### config.mk
export PLATFORM = sky130hd
export DESIGN_NAME = sobel_window_former
export DESIGN_NICKNAME = d
export VERILOG_FILES = /design/src/rtl/sobel_window_former.sv
export SDC_FILE = /design/constraint.sdc
export NUM_CORES = 1
export LEC_CHECK = 0
export CAP_MARGIN = 20
export CORE_MARGIN = 2
export CORE_UTILIZATION = 30
export DETAILED_ROUTE_END_ITERATION = 10
export DONT_BUFFER_PORTS = 1
export SKIP_CTS_REPAIR_TIMING = 1
export SYNTH_ARGS = -nofsm -noshare
export SYNTH_HDL_FRONTEND = slang
export SYNTH_SLANG_ARGS = --single-unit
### constraint.sdc
create_clock -name clk -period 3.53 [get_ports clk]
set_clock_uncertainty 0.1 [all_clocks]
set_input_delay 0.706 -clock clk [delete_from_list [all_inputs] [get_ports clk]]
set_output_delay 0.706 -clock clk [all_outputs]
set_load 0.01 [all_outputs]
### src/rtl/sobel_window_former.sv
// Sobel front end: accepts the raster pixel stream, feeds the line-buffer chain and
// assembles the 3x3 window from its row taps, flagging windows fully inside the frame.
module sobel_window_former #(
  parameter int WIDTH      = 100,
  parameter int HEIGHT     = 100,
  parameter int DATA_WIDTH = 8
) (
  input  logic                      clk,
  input  logic                      rst_n,
  input  logic                      start,
  input  logic                      pix_valid,
  input  logic [DATA_WIDTH-1:0]     pix_in,
  output logic                      pix_ready,
  output logic                      shift_en,
  output logic [DATA_WIDTH-1:0]     fifo_data,
  input  logic [DATA_WIDTH-1:0]     row0,
  input  logic [DATA_WIDTH-1:0]     row1,
  input  logic [DATA_WIDTH-1:0]     row2,
  output logic [9*DATA_WIDTH-1:0]   win,
  output logic                      win_valid,
  output logic [$clog2(HEIGHT)-1:0] ctr_row,
  output logic [$clog2(WIDTH)-1:0]  ctr_col,
  output logic                      frame_done
);

  localparam int CW = $clog2(WIDTH);
  localparam int RW = $clog2(HEIGHT);

  typedef enum logic [1:0] {S_IDLE, S_RUN, S_DONE} state_t;

  state_t                r_state;
  logic [CW-1:0]         r_col;
  logic [RW-1:0]         r_row;
  logic [DATA_WIDTH-1:0] r_p [3][3];

  logic                  w_accept;
  logic                  w_last;
  logic                  w_interior;
  logic [DATA_WIDTH-1:0] w_tap [3];

  assign pix_ready  = (r_state == S_RUN) & ~start;
  assign w_accept   = pix_valid & pix_ready;
  assign shift_en   = w_accept;
  assign fifo_data  = pix_in;
  assign w_last     = (r_row == RW'(HEIGHT - 1)) && (r_col == CW'(WIDTH - 1));
  // Only columns 2.. of rows 2.. complete a window; columns 0/1 just refill after a wrap.
  assign w_interior = (r_row >= RW'(2)) && (r_col >= CW'(2));
  assign w_tap[0]   = row0;
  assign w_tap[1]   = row1;
  assign w_tap[2]   = row2;

  always_comb begin
    win = '0;
    for (int r = 0; r < 3; r++) begin
      for (int c = 0; c < 3; c++) begin
        win[(r*3+c)*DATA_WIDTH +: DATA_WIDTH] = r_p[r][c];
      end
    end
  end

  always_ff @(posedge clk or negedge rst_n) begin
    if (!rst_n) begin
      r_state    <= S_IDLE;
      r_col      <= '0;
      r_row      <= '0;
      win_valid  <= 1'b0;
      ctr_row    <= '0;
      ctr_col    <= '0;
      frame_done <= 1'b0;
      for (int r = 0; r < 3; r++) begin
        for (int c = 0; c < 3; c++) begin
          r_p[r][c] <= '0;
        end
      end
    end else begin
      win_valid  <= 1'b0;
      frame_done <= 1'b0;
      if (start) begin
        r_state <= S_RUN;
        r_col   <= '0;
        r_row   <= '0;
        for (int r = 0; r < 3; r++) begin
          for (int c = 0; c < 3; c++) begin
            r_p[r][c] <= '0;
          end
        end
      end else begin
        case (r_state)
          S_RUN:   if (w_accept && w_last) r_state <= S_DONE;
          S_DONE:  r_state <= S_IDLE;
          default: r_state <= r_state;
        endcase
        if (w_accept) begin
          for (int r = 0; r < 3; r++) begin
            r_p[r][0] <= r_p[r][1];
            r_p[r][1] <= r_p[r][2];
            r_p[r][2] <= w_tap[r];
          end
          // Counters park on the last pixel until the next start.
          if (!w_last) begin
            if (r_col == CW'(WIDTH - 1)) begin
              r_col <= '0;
              r_row <= r_row + RW'(1);
            end else begin
              r_col <= r_col + CW'(1);
            end
          end
          if (w_interior) begin
            win_valid <= 1'b1;
            ctr_row   <= r_row - RW'(1);
            ctr_col   <= r_col - CW'(1);
          end
          if (w_last) frame_done <= 1'b1;
        end
      end
    end
  end

endmodule

* Yosys cells after proc, flatten, opt, wreduce, memory -nomap -nowiden *
Index checks and enable logic that the tools add are counted.

word-level totals
  flip-flop bits (word level) = 104
  input port bits = 36
  logic and storage cells = 60

cells by class
  add/sub/neg operators = 4
  order comparisons = 2
  bitwise gates (word level) = 3
  eq/ne operators = 6
  multiplexer cells = 19
  reduce and logical (&&, ||, !) cells = 10

operators by type and width
  kind                                                                                 count
  72-bit 2-to-1 mux                                                                    2
  7-bit 2-to-1 mux                                                                     8
  7-bit by 1-bit adder with 7-bit output, second input constant                        2
  7-bit == test, second input constant                                                 2
  7-bit by 2-bit greater-or-equal comparator with 1-bit output, second input constant  2
  7-bit by 1-bit subtractor with 7-bit output, second input constant                   2
  1-bit 2-to-1 mux                                                                     6
  3-bit AND reduction                                                                  2
  2-bit 2-to-1 mux                                                                     2
  2-bit case mux with 2 select lines                                                   1
  2-bit AND reduction                                                                  2
  2-bit nonzero test                                                                   2
  1-bit logical AND                                                                    3
  3-bit by 2-bit != test with 1-bit output, second input constant                      1
  3-bit nonzero test                                                                   1
  1-bit bitwise AND                                                                    2
  2-bit by 1-bit == test with 1-bit output, second input constant                      1
  2-bit == test, second input constant                                                 1
  2-bit != test, second input constant                                                 1
  1-bit inverter                                                                       1

* Longest topological paths before layout *
Gate-level depths: netlist of the first run.

  depth in word-level cells = 7
  mapped depth = 7
  gate-level depth less buffers = 6

* Least setup slack after synthesis of the first run *
OpenSTA, ideal clock, no wires.

  path kind = input to output
  start = input start
  end = output shift_en
  path buffers = 2
  stages on the path = 4
  required time = 2.724 ns
  arrival = 1.510 ns
  slack = 1.214 ns
  path through = buf_2 -> nand4bb_4 -> clkinv_1 -> clkbuf_1

between the ends
  cells in the longest elaborated chain, start to end = 3

ends and longest elaborated chain
  item                      line  source
  start: declaration        10    input logic start,
  1-bit inverter (no line)  --
  1-bit bitwise AND         41    assign pix_ready = (r_state == S_RUN) & ~start;
  1-bit bitwise AND         42    assign w_accept = pix_valid & pix_ready;
  end: declaration          14    output logic shift_en,

Every way passes these cells.

* Final worst setup path of the first run *
  start = register r_state[1]
  end = output shift_en

between the ends
  cells in the longest elaborated chain, start to end = 3

ends and longest elaborated chain
  item                                      line  source
  start: declaration                        31    state_t r_state;
  start signal: assignment                  91    default: r_state <= r_state;
  2-bit by 1-bit == test with 1-bit output  41
  1-bit bitwise AND                         41
  1-bit bitwise AND                         42

Every way passes these cells.

==> results.sh, run 1 <==
export IMPL_status="completed"
export IMPL_setup_tns_final_ps=0
export IMPL_grt_max_degree=105
export IMPL_core_area_sq_um=15800
export IMPL_hold_path_class="in -> async"
export IMPL_clkSinkCount=104
export IMPL_worst_setup_path_end_kind="output pin"
export IMPL_hold_viol_final=0
export IMPL_clock_path_buffers=2
export IMPL_synth_area_leaders="dfrtp_1, nand2_1, nand3b_1"
export IMPL_rsz0062_at_grt="no"
export IMPL_cts_made_buffers=9
export IMPL_synth_largest_area_cell="dfrtp_1"
export IMPL_fin_util_pct=32.9
export IMPL_cp_required_ps=2720
export IMPL_postRouteAntennaNets=0
export IMPL_rr_endpoint="win[19]$_DFFE_PN0P_"
export IMPL_synth_top_area_share_pct=54.3
export IMPL_fmaxAchievable_mhz=374
export IMPL_rr_startpoint="r_state[1]$_DFFE_PN0P_"
export IMPL_ys_types=38
export IMPL_topRoutingLayerUsed="met4"
export IMPL_dpl_cell_count=662
export IMPL_ios=134
export IMPL_grtUsageTotal_pct=12.5
export IMPL_htree_num_levels=3
export IMPL_dieHeight_um=130
export IMPL_final_cells=679
export IMPL_rrSetupSlack_ps=1180
export IMPL_first_pass_iters=4
export IMPL_syn_inst=485
export IMPL_fin_crit_ps=2670
export IMPL_grt_pass1_wl_um=16600
export IMPL_synth_fp_nets=527
export IMPL_antenna_found_initial=0
export IMPL_initial_utilization_pct=30.4
export IMPL_total_power_w=0.00248
export IMPL_insertion_delay_ps=350
export IMPL_netlist_area_sq_um=4790
export IMPL_die_area_sq_um=17000
export IMPL_path_clk_slew_ps=70
export IMPL_startpoint_type="register"
export IMPL_die_w_um=130
export IMPL_crit_type="reg -> out"
export IMPL_drive_gt1_share_pct=8.64
export IMPL_maxSlewViolCount=0
export IMPL_ys_seq_area_share_pct=54.3
export IMPL_dpl_hpwl_um=6510
export IMPL_avgRoutedWirePerCell_um=15.0
export IMPL_r2r_cells=5
export IMPL_wl_met1_um=4550
export IMPL_drc_errors=0
export IMPL_routed_via_density=4.69
export IMPL_leakage_nw=2.63
export IMPL_route_met2_wl_um=4710
export IMPL_clockRootBuffer="clkbuf_16"
export IMPL_path_max_fanout=43
export IMPL_num_rows=46
export IMPL_setup_violations=0
export IMPL_diodes=0
export IMPL_place_gp_congestion=0.765
export IMPL_portBuffers=0
export IMPL_maxCapViolCount=0
export IMPL_fill_cells=1639
export IMPL_max_slew_worst_pin_slew_ps=676
export IMPL_route_vias_total=3187
export IMPL_yosys_warnings=0
export IMPL_grt_pass1_vias=3216
export IMPL_avgSynthCellArea_sq_um=9.89
export IMPL_post_route_period_util_pct=75.7
export IMPL_peakVddDrop_uv=205
export IMPL_cts_tree="built"
export IMPL_nets=500
export IMPL_relSlewSlack_pct=54.8
export IMPL_grt_overflow=0
export IMPL_area_growth_pct=8.09
export IMPL_routed_wl_met3_um=725
export IMPL_wirelength_um=10200
export IMPL_p_per_area_nw_per_um2=478
export IMPL_ys_seq_elements=104
export IMPL_cp_data_arrival_time_ps=1870
export IMPL_drt_initial_drc_count=224
how the worst max path moves through the flow:
stage | cells past startpoint | start | slack [ps] | end
finish | 2 | r_state[1]$_DFFE_PN0P_ | 860 | shift_en
global route | 2 | r_state[1]$_DFFE_PN0P_ | 670 | shift_en
CTS | 2 | r_state[1]$_DFFE_PN0P_ | 770 | shift_en
detailed placement | 5 | start | 810 | win[19]$_DFFE_PN0P_
global placement | 5 | start | 900 | win[19]$_DFFE_PN0P_
floorplan | 4 | start | 1210 | shift_en
layout make-up:
| cell class | instances | area (sq um) | area share, % |
|---|---|---|---|
| multi-input cells | 328 | 1910 | 36.9 |
| flip-flops and latches | 104 | 2600 | 50.2 |
| clock inverters | 4 | 51.3 | 0.990 |
| inverters | 11 | 41.3 | 0.797 |
| repair buffers | 4 | 50.0 | 0.966 |
| well taps | 216 | 270 | 5.21 |
| clock buffers | 12 | 256 | 4.95 |
cell families (layout without fill, tap and decap cells):
family | after synthesis | after routing | synth area share [%]
XOR/XNOR | 13 | 13 | 2.37
AND/OR/NAND/NOR | 268 | 268 | 28.9
flip-flops | 104 | 104 | 54.3
multiplexers | 18 | 18 | 4.12
buffers and inverters | 53 | 31 | 5.87
adder cells (fa/ha/maj) | 6 | 6 | 1.57
AO/OA/AOI/OAI | 23 | 23 | 2.92
critical path, cell delays in order, from the launching register on:
cell,delay [ps]
dfrtp_1,390
nand4bb_4,660
inv_2,470
cell usage after synthesis:
cell type,n
xor2_1,7
and3_1,4
a21oi_1,9
or3_1,5
buf_6,4
o21ai_0,7
ha_1,6
nand2b_1,1
and2_2,1
mux2_2,14
clkinv_1,1
nand2_2,1
nor4_1,2
nand3b_1,71
buf_4,9
nand3_1,6
or2_2,1
or4_1,2
clkbuf_2,1
nor3_1,4
buf_2,14
nor2_1,10
xnor2_1,6
mux2i_1,4
nor3b_1,1
inv_1,10
clkbuf_1,14
nor3_4,1
o32ai_1,1
o211ai_2,1
nor2b_1,1
o2111ai_1,1
o31ai_1,3
dfrtp_1,104
nand4bb_4,1
a21o_1,1
nand2_1,152
nand4_1,4
layer usage:
metal,global-route usage (%),vias to the layer above
li1,-,1529
met1,15.9,1562
met2,19.2,84
met3,4.36,12
met4,5.88,0
met5,0,-
stage by stage:
| stage | hold slack [ps] | setup slack, ps | area (sq um) |
|---|---|---|---|
| finish | 181 | 857 | 5180 |
| global route | 224 | 673 | 5180 |
| CTS | -76.1 | 771 | 5150 |
| detailed placement | 313 | 808 | 4850 |
| global placement | 313 | 901 | 4850 |
| floorplan | 310 | 1210 | 4790 |
layout by cell type, fill, tap and decap left out, types with 2 or more instances in the layout:
master     synthesis  layout
nand2_1          152     152
dfrtp_1          104     104
nand3b_1          71      71
mux2_2            14      14
inv_1             10      10
nor2_1            10      10
a21oi_1            9       9
clkbuf_16          0       9
xor2_1             7       7
o21ai_0            7       7
nand3_1            6       6
xnor2_1            6       6
ha_1               6       6
or3_1              5       5
nor3_1             4       4
and3_1             4       4
mux2i_1            4       4
nand4_1            4       4
o31ai_1            3       3
buf_4              9       3
nor4_1             2       2
or4_1              2       2
clkbuf_8           0       2
report_power, final:
part	total (W)	internal (W)	switching [W]	leakage, nW
Combinational	0.000145	0.0000561	0.0000892	1.07
Sequential	0.00131	0.00124	0.0000695	1.41
Clock	0.00102	0.000590	0.000433	0.149
Total	0.00248	0.00189	0.000592	2.63
flip-flops by register name (all words and copies together), names as in the netlist:
register    flops
ctr_col         7
r_col           7
frame_done      1
r_state         2
win            72
ctr_row         7
win_valid       1
r_row           7
No activity file was read; power rests on OpenSTA's default activity.
==> inputs of run 2 (changes only) <==
==> constraint.sdc (replaced) <==
create_clock -name clk -period 2.3 [get_ports clk]
set_clock_uncertainty 0.1 [all_clocks]
set_input_delay 0.46 -clock clk [delete_from_list [all_inputs] [get_ports clk]]
set_output_delay 0.46 -clock clk [all_outputs]
set_load 0.01 [all_outputs]
==> results.sh, run 2 (same netlist as run 1, synthesis figures left out) <==
export IMPL_p_per_area_nw_per_um2=753
export IMPL_peakVddDrop_uv=307
export IMPL_fin_crit_ps=2090
export IMPL_first_pass_iters=4
export IMPL_clock_path_buffers=2
export IMPL_portBuffers=0
export IMPL_max_slew_worst_pin_slew_ps=495
export IMPL_place_ws_ps=264
export IMPL_cts_made_buffers=9
export IMPL_rsz0062_at_grt="no"
export IMPL_nets=500
export IMPL_rrSetupSlack_ps=210
export IMPL_violations="negative hold slack"
export IMPL_cp_required_ps=2430
export IMPL_final_cells=678
export IMPL_die_w_um=130
export IMPL_cts_tree="built"
export IMPL_worst_setup_path_end_kind="register"
export IMPL_multi_input_area_sq_um=1910
export IMPL_diodes=0
export IMPL_fin_hold_ws_ps=-296
export IMPL_drt_initial_drc_count=218
export IMPL_regArea_sq_um=2600
export IMPL_cp_data_arrival_time_ps=2210
export IMPL_grt_max_degree=105
export IMPL_total_power_w=0.00390
export IMPL_grt_pass1_wl_um=16800
export IMPL_grtUsageTotal_pct=12.7
export IMPL_layout_setup_ws_ps=213
export IMPL_core_area_sq_um=15800
export IMPL_ios=134
export IMPL_wirelength_um=10700
export IMPL_area_growth_pct=8.09
export IMPL_fmaxAchievable_mhz=479
export IMPL_largest_register_ffs=72
export IMPL_antenna_found_initial=0
export IMPL_postRouteAntennaNets=0
export IMPL_post_route_period_util_pct=90.7
export IMPL_die_area_sq_um=17000
export IMPL_leakage_nw=2.63
export IMPL_dpl_cell_count=663
export IMPL_dpl_hpwl_um=6810
export IMPL_hold_path_class="in -> async"
export IMPL_layout_common_cells="nand2_1, dfrtp_1, nand3b_1, mux2_2"
export IMPL_clkSinkCount=104
export IMPL_clockRootBuffer="clkbuf_16"
export IMPL_status="complete, but fails checks"
export IMPL_fill_cells=1653
export IMPL_path_clk_slew_ps=70
export IMPL_avgRoutedWirePerCell_um=15.8
export IMPL_routed_via_density=4.84
export IMPL_route_vias_total=3281
export IMPL_maxCapViolCount=0
export IMPL_crit_type="reg -> reg"
export IMPL_htree_num_levels=3
export IMPL_layout_commonest_cell="nand2_1"
export IMPL_maxSlewViolCount=0
export IMPL_place_gp_congestion=0.798
export IMPL_grt_overflow=0
export IMPL_relSlewSlack_pct=66.9
export IMPL_hold_viol_final=104
export IMPL_path_max_fanout=12
export IMPL_startpoint_type="register"
export IMPL_dieHeight_um=130
export IMPL_drc_errors=0
export IMPL_num_rows=46
export IMPL_drive_gt1_share_pct=8.66
export IMPL_grt_pass1_vias=3242
export IMPL_setup_violations=0
export IMPL_initial_utilization_pct=30.4
export IMPL_setup_tns_final_ps=0
export IMPL_insertion_delay_ps=340
run 2: area by class of cell:
cell class                 instances  share of cell area, %
sequential                       104                   50.2
multi-input combinational        328                   36.9
tap                              216                   5.21
clock buffer                      10                   4.61
clock inverter                     5                   1.71
inverter                          11                  0.797
timing repair buffer               4                  0.579
run 2: metrics by stage:
step                cell area (sq um)  util (%)
detailed placement               4850      30.8
global placement                 4850      30.8
CTS                              5180      32.9
floorplan                        4790         -
global route                     5180      32.9
finish                           5180      32.9
run 2: report_power, final:
part / internal (W) / total, W / leakage [nW] / switching [W]
clock: 0.000993 / 0.00170 / 0.161 / 0.000712
combinational: 0.0000827 / 0.000190 / 1.06 / 0.000107
sequential: 0.00190 / 0.00201 / 1.41 / 0.000107
run 2: routing by layer:
metal,global-route usage (%),vias to the layer above,wire length [um]
met1,16.3,1636,4700
met2,19.7,105,5070
li1,-,1532,-
met4,4.44,0,111
met5,0,-,0
met3,4.85,8,827
run 2: critical path, stage by stage (launching register included):
cell and delay (ps):
dfrtp_1 450, or3_1 440, o211ai_2 430, or2_2 220
mux2_2 330
run 2: worst paths after layout:
check,from,to,cells after the start
max,r_row[4]$_DFFE_PN0P_,r_row[1]$_DFFE_PN0P_,4
max in group asynchronous,rst_n,win[30]$_DFFE_PN0P_,0
min reg2reg,r_state[1]$_DFFE_PN0P_,r_state[1]$_DFFE_PN0P_,2
min,rst_n,ctr_col[2]$_DFFE_PN0P_,0
min in group clk,start,r_row[4]$_DFFE_PN0P_,1
max reg2reg,r_row[4]$_DFFE_PN0P_,r_row[1]$_DFFE_PN0P_,4
==> inputs of run 3 (changes only) <==
--- a/config.mk
+++ b/config.mk
@@ -7,7 +7,7 @@
 export LEC_CHECK = 0
 export CAP_MARGIN = 20
 export CORE_MARGIN = 2
-export CORE_UTILIZATION = 30
+export CORE_UTILIZATION = 40
 export DETAILED_ROUTE_END_ITERATION = 10
 export DONT_BUFFER_PORTS = 1
 export SKIP_CTS_REPAIR_TIMING = 1
==> results.sh, run 3 (same netlist as run 1, synthesis figures left out) <==
export IMPL_status="complete, but fails checks"
export IMPL_violations="negative hold slack"
export IMPL_crit_chain="or3_1 > o211ai_2 > or2_2 > mux2_2"
export IMPL_total_power_w=0.00370
export IMPL_die_area_sq_um=12900
export IMPL_post_route_period_util_pct=88.1
export IMPL_place_ws_ps=280
export IMPL_leakage_nw=2.61
export IMPL_postRouteAntennaNets=0
export IMPL_wirelength_um=9760
export IMPL_crit_slowest_cell="dfrtp_1"
export IMPL_rsz0062_at_grt="no"
export IMPL_grt_overflow=0
export IMPL_p_sw_share_pct=23.8
export IMPL_insertion_delay_ps=350
export IMPL_p_sw_w=0.000881
export IMPL_fin_crit_ps=2030
export IMPL_layout_common_cells="nand2_1, dfrtp_1, nand3b_1, mux2_2"
export IMPL_clkSinkCount=104
export IMPL_avgRoutedWirePerCell_um=16.1
export IMPL_path_max_fanout=12
export IMPL_startpoint_type="register"
export IMPL_crit_type="reg -> reg"
export IMPL_setup_tns_final_ps=0
export IMPL_hold_viol_final=104
export IMPL_maxSlewViolCount=0
export IMPL_dpl_cell_count=590
export IMPL_final_cells=606
export IMPL_num_rows=39
export IMPL_clockRootBuffer="clkbuf_16"
export IMPL_htree_num_levels=3
export IMPL_first_pass_iters=4
export IMPL_internal_power_w=0.00282
export IMPL_diodes=0
export IMPL_initial_utilization_pct=41.5
export IMPL_fill_cells=1107
export IMPL_fmaxAchievable_mhz=494
export IMPL_grt_pass1_wl_um=16200
export IMPL_peakVddDrop_uv=441
export IMPL_routed_via_density=5.27
export IMPL_largest_register_ffs=72
export IMPL_antenna_found_initial=0
export IMPL_cp_required_ps=2440
export IMPL_drc_errors=0
export IMPL_layout_setup_ws_ps=274
export IMPL_fin_hold_ws_ps=-303
export IMPL_die_w_um=113
export IMPL_place_gp_congestion=0.835
export IMPL_p_per_area_nw_per_um2=733
export IMPL_grt_pass1_vias=3265
export IMPL_clock_path_buffers=2
export IMPL_cts_tree="built"
export IMPL_relSlewSlack_pct=65.8
export IMPL_power_frac_seq_pct=54.2
export IMPL_area_growth_pct=5.38
export IMPL_hold_path_class="in -> async"
export IMPL_clockPowerShare_pct=40.8
export IMPL_grt_max_degree=105
export IMPL_max_slew_worst_pin_slew_ps=513
export IMPL_setup_violations=0
export IMPL_cp_top_family="simple AND/OR/NAND/NOR gates"
export IMPL_ios=134
export IMPL_core_area_sq_um=11600
export IMPL_crit_buf_inv=0
export IMPL_nets=500
export IMPL_cpPeakStageDelay_ps=450
export IMPL_drt_initial_drc_count=145
export IMPL_dpl_hpwl_um=6030
export IMPL_dieHeight_um=113
export IMPL_power_frac_comb_pct=5.0
export IMPL_path_clk_slew_ps=70
export IMPL_drive_gt1_share_pct=8.64
export IMPL_worst_setup_path_end_kind="register"
export IMPL_route_vias_total=3194
export IMPL_cts_made_buffers=9
export IMPL_cp_data_arrival_time_ps=2170
export IMPL_layout_commonest_cell="nand2_1"
export IMPL_maxCapViolCount=0
export IMPL_portBuffers=0
export IMPL_grtUsageTotal_pct=15.8
## run 3: cell types whose count changed in the layout (fill, tap and decap cells not counted)
cell and change:
clkinv_2 +3, clkinvlp_4 +2, clkbuf_8 -1, clkinv_4 -1, inv_6 -1, bufinv_16 -1, inv_8 -1, clkbuf_1 +1
## run 3: worst reg2reg max path: cells and delay by family, from the launching register on
kind | cells | cell delay [ps]
flops | 1 | 450
simple gates | 2 | 630
compound gates | 1 | 410
mux | 1 | 320
## run 3: power groups by stage
stage	registers (W)	logic, W	clock network [W]
CTS	0.00201	0.000190	0.00156
detailed placement	0.00204	0.000190	0
floorplan	0.00202	0.000192	0
finish	0.00201	0.000186	0.00151
global placement	0.00204	0.000186	0
global route	0.00202	0.000214	0.00163
## run 3: through the flow
step	cell area [sq um]	utilization [%]
2_1_floorplan	4790	-
4_1_cts	5050	43.7
6_report	5050	43.7
3_3_place_gp	4760	41.2
3_5_place_dp	4760	41.2
5_1_grt	5050	43.7
## run 3: worst paths after layout
| check | start | endpoint | slack [ps] | cells after the start |
|---|---|---|---|---|
| setup / recovery | r_row[3]$_DFFE_PN0P_ | r_row[1]$_DFFE_PN0P_ | 270 | 4 |
| hold / removal | rst_n | win_valid$_DFF_PN0_ | -300 | 0 |
| setup reg to reg | r_row[3]$_DFFE_PN0P_ | r_row[1]$_DFFE_PN0P_ | 270 | 4 |
| hold reg to reg | win[13]$_DFFE_PN0P_ | win[5]$_DFFE_PN0P_ | 470 | 2 |
| max in group asynchronous | rst_n | win[39]$_DFFE_PN0P_ | 2280 | 0 |
| min in group clk | row2[2] | win[66]$_DFFE_PN0P_ | 110 | 2 |
## run 3: cell type report
cell class                      instances  area [sq um]  area share, %
Timing Repair Buffer                    4          30.0          0.594
Clock inverter                          6          60.1           1.19
Inverter                               11          41.3          0.817
Sequential cell                       104          2600           51.5
Tap cell                              143           179           3.54
Clock buffer                           10           229           4.53
Multi-Input combinational cell        328          1910           37.8
## run 3: per-layer routing
metal,vias to the layer above,routed length (um),global-route usage (%)
met5,-,0,0
met1,1556,4460,19.7
met4,0,132,5.37
met3,11,743,6.22
met2,100,4420,25.1
li1,1527,-,-
